===== src/rtl/ct_clint_apb_arb.sv =====
// Round-robin arbiter and APB sequencer letting two masters share the CLINT APB slave port.
// Optional build macro CLINT_ARB_TIMEOUT_EN adds a forced-error ACCESS timeout (TIMEOUT_CYC cycles).
//   state  | meaning
//   IDLE   | no transfer; grant a pending requester and latch its payload
//   SETUP  | APB setup phase (psel=1, penable=0), one cycle
//   ACCESS | APB access phase, wait for pready (or timeout)
//   DONE   | one-cycle completion pulse to the granted requester
module ct_clint_apb_arb #(
   parameter int TIMEOUT_CYC = 64
) (
   input  logic        clint_clk,
   input  logic        cpurst_b,
   input  logic        req0_valid,
   input  logic [31:0] req0_addr,
   input  logic [31:0] req0_wdata,
   input  logic        req0_write,
   input  logic [1:0]  req0_prot,
   input  logic        req1_valid,
   input  logic [31:0] req1_addr,
   input  logic [31:0] req1_wdata,
   input  logic        req1_write,
   input  logic [1:0]  req1_prot,
   output logic        done0,
   output logic        done1,
   output logic [31:0] resp_rdata,
   output logic        resp_err,
   output logic        psel_clint,
   output logic        penable,
   output logic [31:0] paddr,
   output logic [31:0] pwdata,
   output logic        pwrite,
   output logic [1:0]  pprot,
   input  logic [31:0] prdata_clint,
   input  logic        pready_clint,
   input  logic        perr_clint,
   output logic        arb_busy
);

   typedef enum logic [1:0] {IDLE, SETUP, ACCESS, DONE} state_t;

   state_t      r_state, w_nxt;
   logic        r_gnt_id, r_last_gnt;
   logic [31:0] r_paddr, r_pwdata, r_rdata;
   logic        r_pwrite, r_err;
   logic [1:0]  r_pprot;
   logic        w_any, w_win, w_expire, w_fin;

   assign w_any = req0_valid | req1_valid;
   // On contention the requester that was not served last wins.
   assign w_win = (req0_valid & req1_valid) ? ~r_last_gnt : req1_valid;

`ifdef CLINT_ARB_TIMEOUT_EN
   logic [7:0] r_cnt;

   assign w_expire = (r_state == ACCESS) & ~pready_clint & ((r_cnt + 8'd1) == 8'(TIMEOUT_CYC));

   always_ff @(posedge clint_clk or negedge cpurst_b) begin
      if (!cpurst_b)
         r_cnt <= 8'd0;
      else if (r_state == SETUP)
         r_cnt <= 8'd0;
      else if ((r_state == ACCESS) && !pready_clint)
         r_cnt <= r_cnt + 8'd1;
   end
`else
   assign w_expire = 1'b0;
`endif

   assign w_fin = pready_clint | w_expire;

   always_comb begin
      w_nxt = r_state;
      case (r_state)
         IDLE:    if (w_any) w_nxt = SETUP;
         SETUP:   w_nxt = ACCESS;
         ACCESS:  if (w_fin) w_nxt = DONE;
         DONE:    w_nxt = IDLE;
         default: w_nxt = IDLE;
      endcase
   end

   always_ff @(posedge clint_clk or negedge cpurst_b) begin
      if (!cpurst_b) begin
         r_state    <= IDLE;
         r_gnt_id   <= 1'b0;
         r_last_gnt <= 1'b1;
         r_paddr    <= 32'd0;
         r_pwdata   <= 32'd0;
         r_pwrite   <= 1'b0;
         r_pprot    <= 2'd0;
         r_rdata    <= 32'd0;
         r_err      <= 1'b0;
      end else begin
         r_state <= w_nxt;
         case (r_state)
            IDLE: begin
               if (w_any) begin
                  r_gnt_id <= w_win;
                  r_paddr  <= w_win ? req1_addr  : req0_addr;
                  r_pwdata <= w_win ? req1_wdata : req0_wdata;
                  r_pwrite <= w_win ? req1_write : req0_write;
                  r_pprot  <= w_win ? req1_prot  : req0_prot;
               end
            end
            ACCESS: begin
               if (pready_clint) begin
                  r_rdata <= prdata_clint;
                  r_err   <= perr_clint;
               end else if (w_expire) begin
                  r_rdata <= 32'd0;
                  r_err   <= 1'b1;
               end
               if (w_fin) r_last_gnt <= r_gnt_id;
            end
            default: ;
         endcase
      end
   end

   assign psel_clint = (r_state == SETUP) | (r_state == ACCESS);
   assign penable    = (r_state == ACCESS);
   assign arb_busy   = (r_state != IDLE);
   assign done0      = (r_state == DONE) & ~r_gnt_id;
   assign done1      = (r_state == DONE) &  r_gnt_id;
   assign paddr      = r_paddr;
   assign pwdata     = r_pwdata;
   assign pwrite     = r_pwrite;
   assign pprot      = r_pprot;
   assign resp_rdata = r_rdata;
   assign resp_err   = r_err;

endmodule


===== config.mk =====
export PLATFORM = sky130hd
export DESIGN_NAME = ct_clint_apb_arb
export DESIGN_NICKNAME = d
export VERILOG_FILES = /design/src/rtl/ct_clint_apb_arb.sv
export SDC_FILE = /design/constraint.sdc
export NUM_CORES = 1
export LEC_CHECK = 0
export ABC_AREA = 0
export CORE_UTILIZATION = 35
export CTS_BUF_LIST = sky130_fd_sc_hd__clkbuf_8
export DETAILED_ROUTE_END_ITERATION = 10
export GPL_ROUTABILITY_DRIVEN = 0
export PLACE_DENSITY_LB_ADDON = 0.25
export REMOVE_ABC_BUFFERS = 1
export SETUP_SLACK_MARGIN = 0.1
export SYNTH_ARGS = -nofsm -noshare
export SYNTH_HDL_FRONTEND = slang
export SYNTH_SLANG_ARGS = --single-unit

===== constraint.sdc =====
create_clock -name clint_clk -period 1.4 [get_ports clint_clk]
set_clock_uncertainty 0.1 [all_clocks]
set_input_delay 0.14 -clock clint_clk [delete_from_list [all_inputs] [get_ports clint_clk]]
set_output_delay 0.14 -clock clint_clk [all_outputs]
set_load 0.01 [all_outputs]

# --- After elaboration in Yosys (flattened, before gate mapping) ---
# Index checks and enable logic that the tools add are counted.
classes:
  bitwise: 7
  n_eq_ne: 5
  n_reduce_logical: 5
  n_mux: 8
ops:
  columns: ["operator", "count"]
  rows:
  - ["32-bit two-way mux", 2]
  - ["2-bit one-hot mux with 4 select lines", 1]
  - ["2-bit two-way mux", 3]
  - ["2-bit AND reduction", 3]
  - ["2-bit equality test (second input constant)", 2]
  - ["1-bit AND", 3]
  - ["2-bit by 1-bit equality test with 1-bit output (second input constant)", 1]
  - ["2-bit logical NOT", 1]
  - ["1-bit two-way mux", 2]
  - ["2-bit by 1-bit != test with 1-bit output (second input constant)", 1]
  - ["2-bit != test (second input constant)", 1]
  - ["1-bit NOT", 2]
  - ["1-bit bitwise OR", 2]
  - ["2-bit nonzero test", 1]
word_totals:
  inputBits: 172
  regBits: 104
  out_inout_bits: 105
  word_cells: 34

# --- Depth between registers and ports, before layout ---
depth:
  word_depth: 3
  ltp_mapped: 7
  mapped_depth_nobuf: 5

# --- Worst setup path before layout ---
# No wires, ideal clock.
synth_timing:
  path_kind: "register -> register"
  start: "register r_state[0]"
  end: "register r_rdata[10], in the netlist resp_rdata[10]"
  arrival_time_ns: 1.414
  path_stages_with_launch: 6
  setup_time_ns: 0.125
  path_buffers: 1
  required_ns: 1.175
  path_slack_ns: -0.238
  synth_period_minus_slack_ns: 1.638
  cell_sequence: "dfrtp_1 inv_1 ha_1 nand2_1 buf_2 mux2_2"
synth_via:
  elab_chain_cells: 2
synth_rtl:
  columns: ["item", "line", "text"]
  rows:
  - ["start, declared", "41", "state_t r_state, w_nxt;"]
  - ["start signal, assigned", "94", "r_state <= w_nxt;"]
  - ["2-bit equality test", null, null]
  - ["net penable", "28", "output logic penable,"]
  - ["2-bit AND reduction (no source line)", null, null]
  - ["end signal, assigned", "107", "r_rdata <= prdata_clint;"]
  - ["end, declared", "43", "logic [31:0] r_paddr, r_pwdata, r_rdata;"]
# The timed path passes the listed nets, and every way through them passes these cells.
# A chain may end at the register's enable or synchronous reset.

# --- Final worst setup path ---
layout_timing:
  start: "register r_state[0]"
  end: "register r_paddr[28], in the netlist paddr[28]"
layout_via:
  elab_chain_cells: 2
layout_rtl:
  columns: ["item", "line", "text"]
  rows:
  - ["2-bit logical NOT", "95", "case (r_state)"]
  - ["2-bit AND reduction (no source line)", null, null]
  - ["end signal, assigned", "99", "r_paddr <= w_win ? req1_addr : req0_addr;"]
  - ["end, declared", "43", null]
# Every way passes these cells.

==> run_results.csv <==
group,metric,value,unit
setup_path,crit_type,"flop to flop",
drt,vias,4594,
final_layout,multi_input_area,2450,um^2
grt,grt_pass1_vias,4726,
final_layout,syn2layout_area_growth,87.5,%
drt,wl_per_cell,18.9,um
synth,synthMuxAreaShare,8.45,%
power_and_ir_drop,p_comb_share,58.6,%
setup_path,cp.arrival,1830,ps
synth,syn-cell-area,4660,um^2
setup_path,startpoint,"r_state[0]$_DFFE_PN0P_",
timing,rsz0062_at_grt,"true",
final_layout,drive_above_1_share,32.5,%
setup_path,cpPeakStageDelay,410,ps
final_layout,fillers,993,
setup_path,path_max_fanout,23,
grt,overflow,0,
synth,ys_seq_area_share,55.9,%
placement,place_area,7730,um^2
clock_network,numClockSinks,104,
clock_network,root_buffer,"clkbuf_8",
setup_path,start_kind,"flop",
grt,grt_max_degree,37,
placement,post-place-ws,-331,ps
timing,drv_slew,0,
timing,max_freq,0.613,GHz
timing,min_period_over_period,117,%
synth,synth_adder_area_share,0.805,%
timing,period_minus_slack,1630,ps
clock_network,clk_pin_slew_worst_paths,90,ps
die,placementRows,41,
placement,hpwlAfterDp,10.9,mm
drt,wl,17.7,mm
clock_network,clockBufferDepth,2,
setup_path,crit_end,"paddr[28]$_DFFE_PN0P_",
setup_path,crit_buf_inv,3,
timing,worst_slack,-232,ps
power_and_ir_drop,p_int,10.8,mW
final_layout,antenna_cells,0,
setup_path,reg2reg_depth,7,
setup_path,rr_startpoint,"r_state[0]$_DFFE_PN0P_",
setup_path,required,1600,ps
grt,grt.total_usage,23.6,%
timing,hold_ws,185,ps
placement,place_inst,894,
setup_path,cp-end-kind,"flop",
clock_network,cts_buffers,9,
power_and_ir_drop,vdd_drop_max,1170,uV
setup_path,r2r_slack,-230,ps
grt,antenna_found_initial,0,
die,dieHeight,117,um
synth,yosys.area_share.simple,11.2,%
timing,setup_viol,109,
power_and_ir_drop,p_leak,3.76,nW
status,status,"finished with violations",
drt,vias_per_cell,4.90,
clock_network,clk_latency,380,ps
synth,synth-xor-area-share,0,%
drt,firstDrtPassIters,4,
setup_path,path_depth,7,
synth,ys_ff_latch,104,
drt,final_antenna_net_count,0,
setup_path,crit_chain,"inv_2 -> ha_4 -> buf_6 -> o21a_4 -> buf_12 -> nor2_1 -> a21oi_1",
power_and_ir_drop,p_clk_share,10.1,%
clock_network,cts_tree,"built",
die,start_util,36.4,%
power_and_ir_drop,sw_frac_of_total,38.6,%
timing,worst_pin_slew,492,ps
power_and_ir_drop,p_seq_share,31.3,%
synth,syn_area_per_cell,10.2,um^2
drt,drcViolationCount,0,
final_layout,layoutNonFillerInstCount,937,
synth,yosysWarningCount,0,
setup_path,cp_slowest_cell,"dfrtp_1",
timing,hold_violations,0,
drt,drt_iter0_markers,163,
die,num_io_pins,277,
synth,synth_compound_area_share,18.9,%
placement,io_buffers,276,
synth,synthCells,457,
setup_path,critical-path-top-delay-family,"buffers and inverters",
setup_path,rr_endpoint,"paddr[28]$_DFFE_PN0P_",
final_layout,design_area,8740,um^2
synth,synth_top_family_by_area,"compound AO/OA/AOI/OAI gates",
synth,ys_types,24,
grt,grt_pass1_wl,25.2,mm
min_path,min_path_type,"input port to asynchronous set/reset pin",
status,violations,"negative setup slack",
final_layout,seqCellArea,2600,um^2
die,coreArea,12800,um^2
clock_network,htreeDepth,3,
final_layout,nets,935,
die,die_area,13800,um^2
flow_run,maxCapViolCount,0,
power_and_ir_drop,power_density,2020,nW/um^2
die,die_w,117,um
power_and_ir_drop,p_switching,6.81,mW
timing,relSlewSlack,67.1,%
-- worst reg2reg max path, stage by stage (launching register included) --
cell and delay, ps:
dfrtp_1 410, inv_2 120, ha_4 170, buf_6 130, o21a_4 210, buf_12 190
nor2_1 80, a21oi_1 140
-- Yosys cell counts (all sizes together) --
cell | count | area share [%]
nor2 | 67 | 5.4
o21ai | 2 | 0.30
o21a | 1 | 0.16
and2 | 1 | 0.13
nand2 | 69 | 5.6
clkbuf | 6 | 0.48
nor2b | 1 | 0.13
ha | 3 | 0.81
o22a | 1 | 0.19
buf | 26 | 3.9
dfrtp | 103 | 55
dfstp | 1 | 0.56
inv | 4 | 0.32
a21boi | 1 | 0.24
o32a | 1 | 0.21
a21oi | 134 | 18
a21bo | 1 | 0.21
mux2 | 35 | 8.5
-- state kept, by name (all words and copies together) (netlist names) --
name / flops
r_last_gnt: 1
resp_err: 1
pwrite: 1
paddr: 32
pwdata: 32
resp_rdata: 32
r_state: 2
r_gnt_id: 1
pprot: 2
-- metal layers --
layer / routed length (um) / global-route usage [%] / up-vias
met3: 1430 / 8.46 / 28
met5: 0 / 0 / -
met1: 6850 / 26.5 / 2216
met2: 8990 / 40.9 / 214
met4: 423 / 8.20 / 0
li1: - / - / 2136
-- how the worst min path moves through the flow --
stage | start | endpoint | slack, ps | cells past startpoint
2_1_floorplan | cpurst_b | paddr[0]$_DFFE_PN0P_ | -260 | 0
3_3_place_gp | cpurst_b | paddr[24]$_DFFE_PN0P_ | 20 | 2
3_5_place_dp | cpurst_b | paddr[24]$_DFFE_PN0P_ | 20 | 2
4_1_cts | cpurst_b | paddr[24]$_DFFE_PN0P_ | 170 | 3
6_report | cpurst_b | paddr[30]$_DFFE_PN0P_ | 190 | 3
5_1_grt | req0_addr[22] | paddr[22]$_DFFE_PN0P_ | 180 | 3
-- power groups by stage --
stage                     Clock (mW)  Combinational, mW  Sequential [mW]
after floorplan                    0               3.16             6.06
after global placement             0               8.64             5.35
after detailed placement           0               8.82             5.44
after CTS                       1.84               9.31             5.41
after global routing            1.98               11.0             5.68
final                           1.79               10.3             5.51
-- cells by family (layout without fill, tap and decap cells) --
| kind of cell | count (synthesis) | count (layout) |
|---|---|---|
| fa+ha+maj | 3 | 3 |
| simple gates | 138 | 138 |
| buf+inv | 36 | 343 |
| compound gates | 141 | 142 |
| mux | 35 | 35 |
| flops | 104 | 104 |
-- repair_timing --
item / 4_1_cts / 5_1_grt
endpoints found under the setup margin: 209 / 159
hold endpoints to repair: 104 / 0
pin swaps: 28 / 28
hold buffers: 1 / 0
buffers inserted: 8 / 5
cloned: 5 / 9
resized for setup: 283 / 126
-- layout make-up --
cell class | count | area share (%)
repair buffers | 323 | 37.5
flip-flops and latches | 104 | 29.8
multi-input cells | 318 | 28.0
well taps | 172 | 2.46
clock buffers | 9 | 1.42
clock inverters | 7 | 0.616
inverters | 4 | 0.172
-- stage by stage --
step	util [%]	total power, mW	TNS (ps)
6_report	68.2	17.6	-18810
5_1_grt	68.2	18.7	-24950
4_1_cts	65.3	16.6	-14970
3_5_place_dp	60.3	14.3	-25740
3_3_place_gp	60.3	14.0	-20970
2_1_floorplan	-	9.23	-112130
-- placed cells by master (no fill, tap or decap), types with 2 or more instances in the layout --
master	Yosys	final
mux2_4	0	35
buf_12	0	11
buf_6	7	7
clkbuf_8	0	9
a21oi_2	40	60
nor2_1	67	55
clkdlybuf4s50_1	0	170
inv_2	1	3
nor2_2	0	12
nand2_1	69	67
buf_16	0	4
a21oi_4	0	24
clkbuf_16	0	7
dfrtp_1	103	103
buf_2	15	7
clkdlybuf4s15_2	0	2
a21oi_1	94	50
inv_1	3	6
buf_4	4	19
ha_4	0	3
clkbuf_2	0	34
clkdlybuf4s15_1	0	60
o21ai_4	0	2
Note: power is estimated with default switching activity, not from simulation.
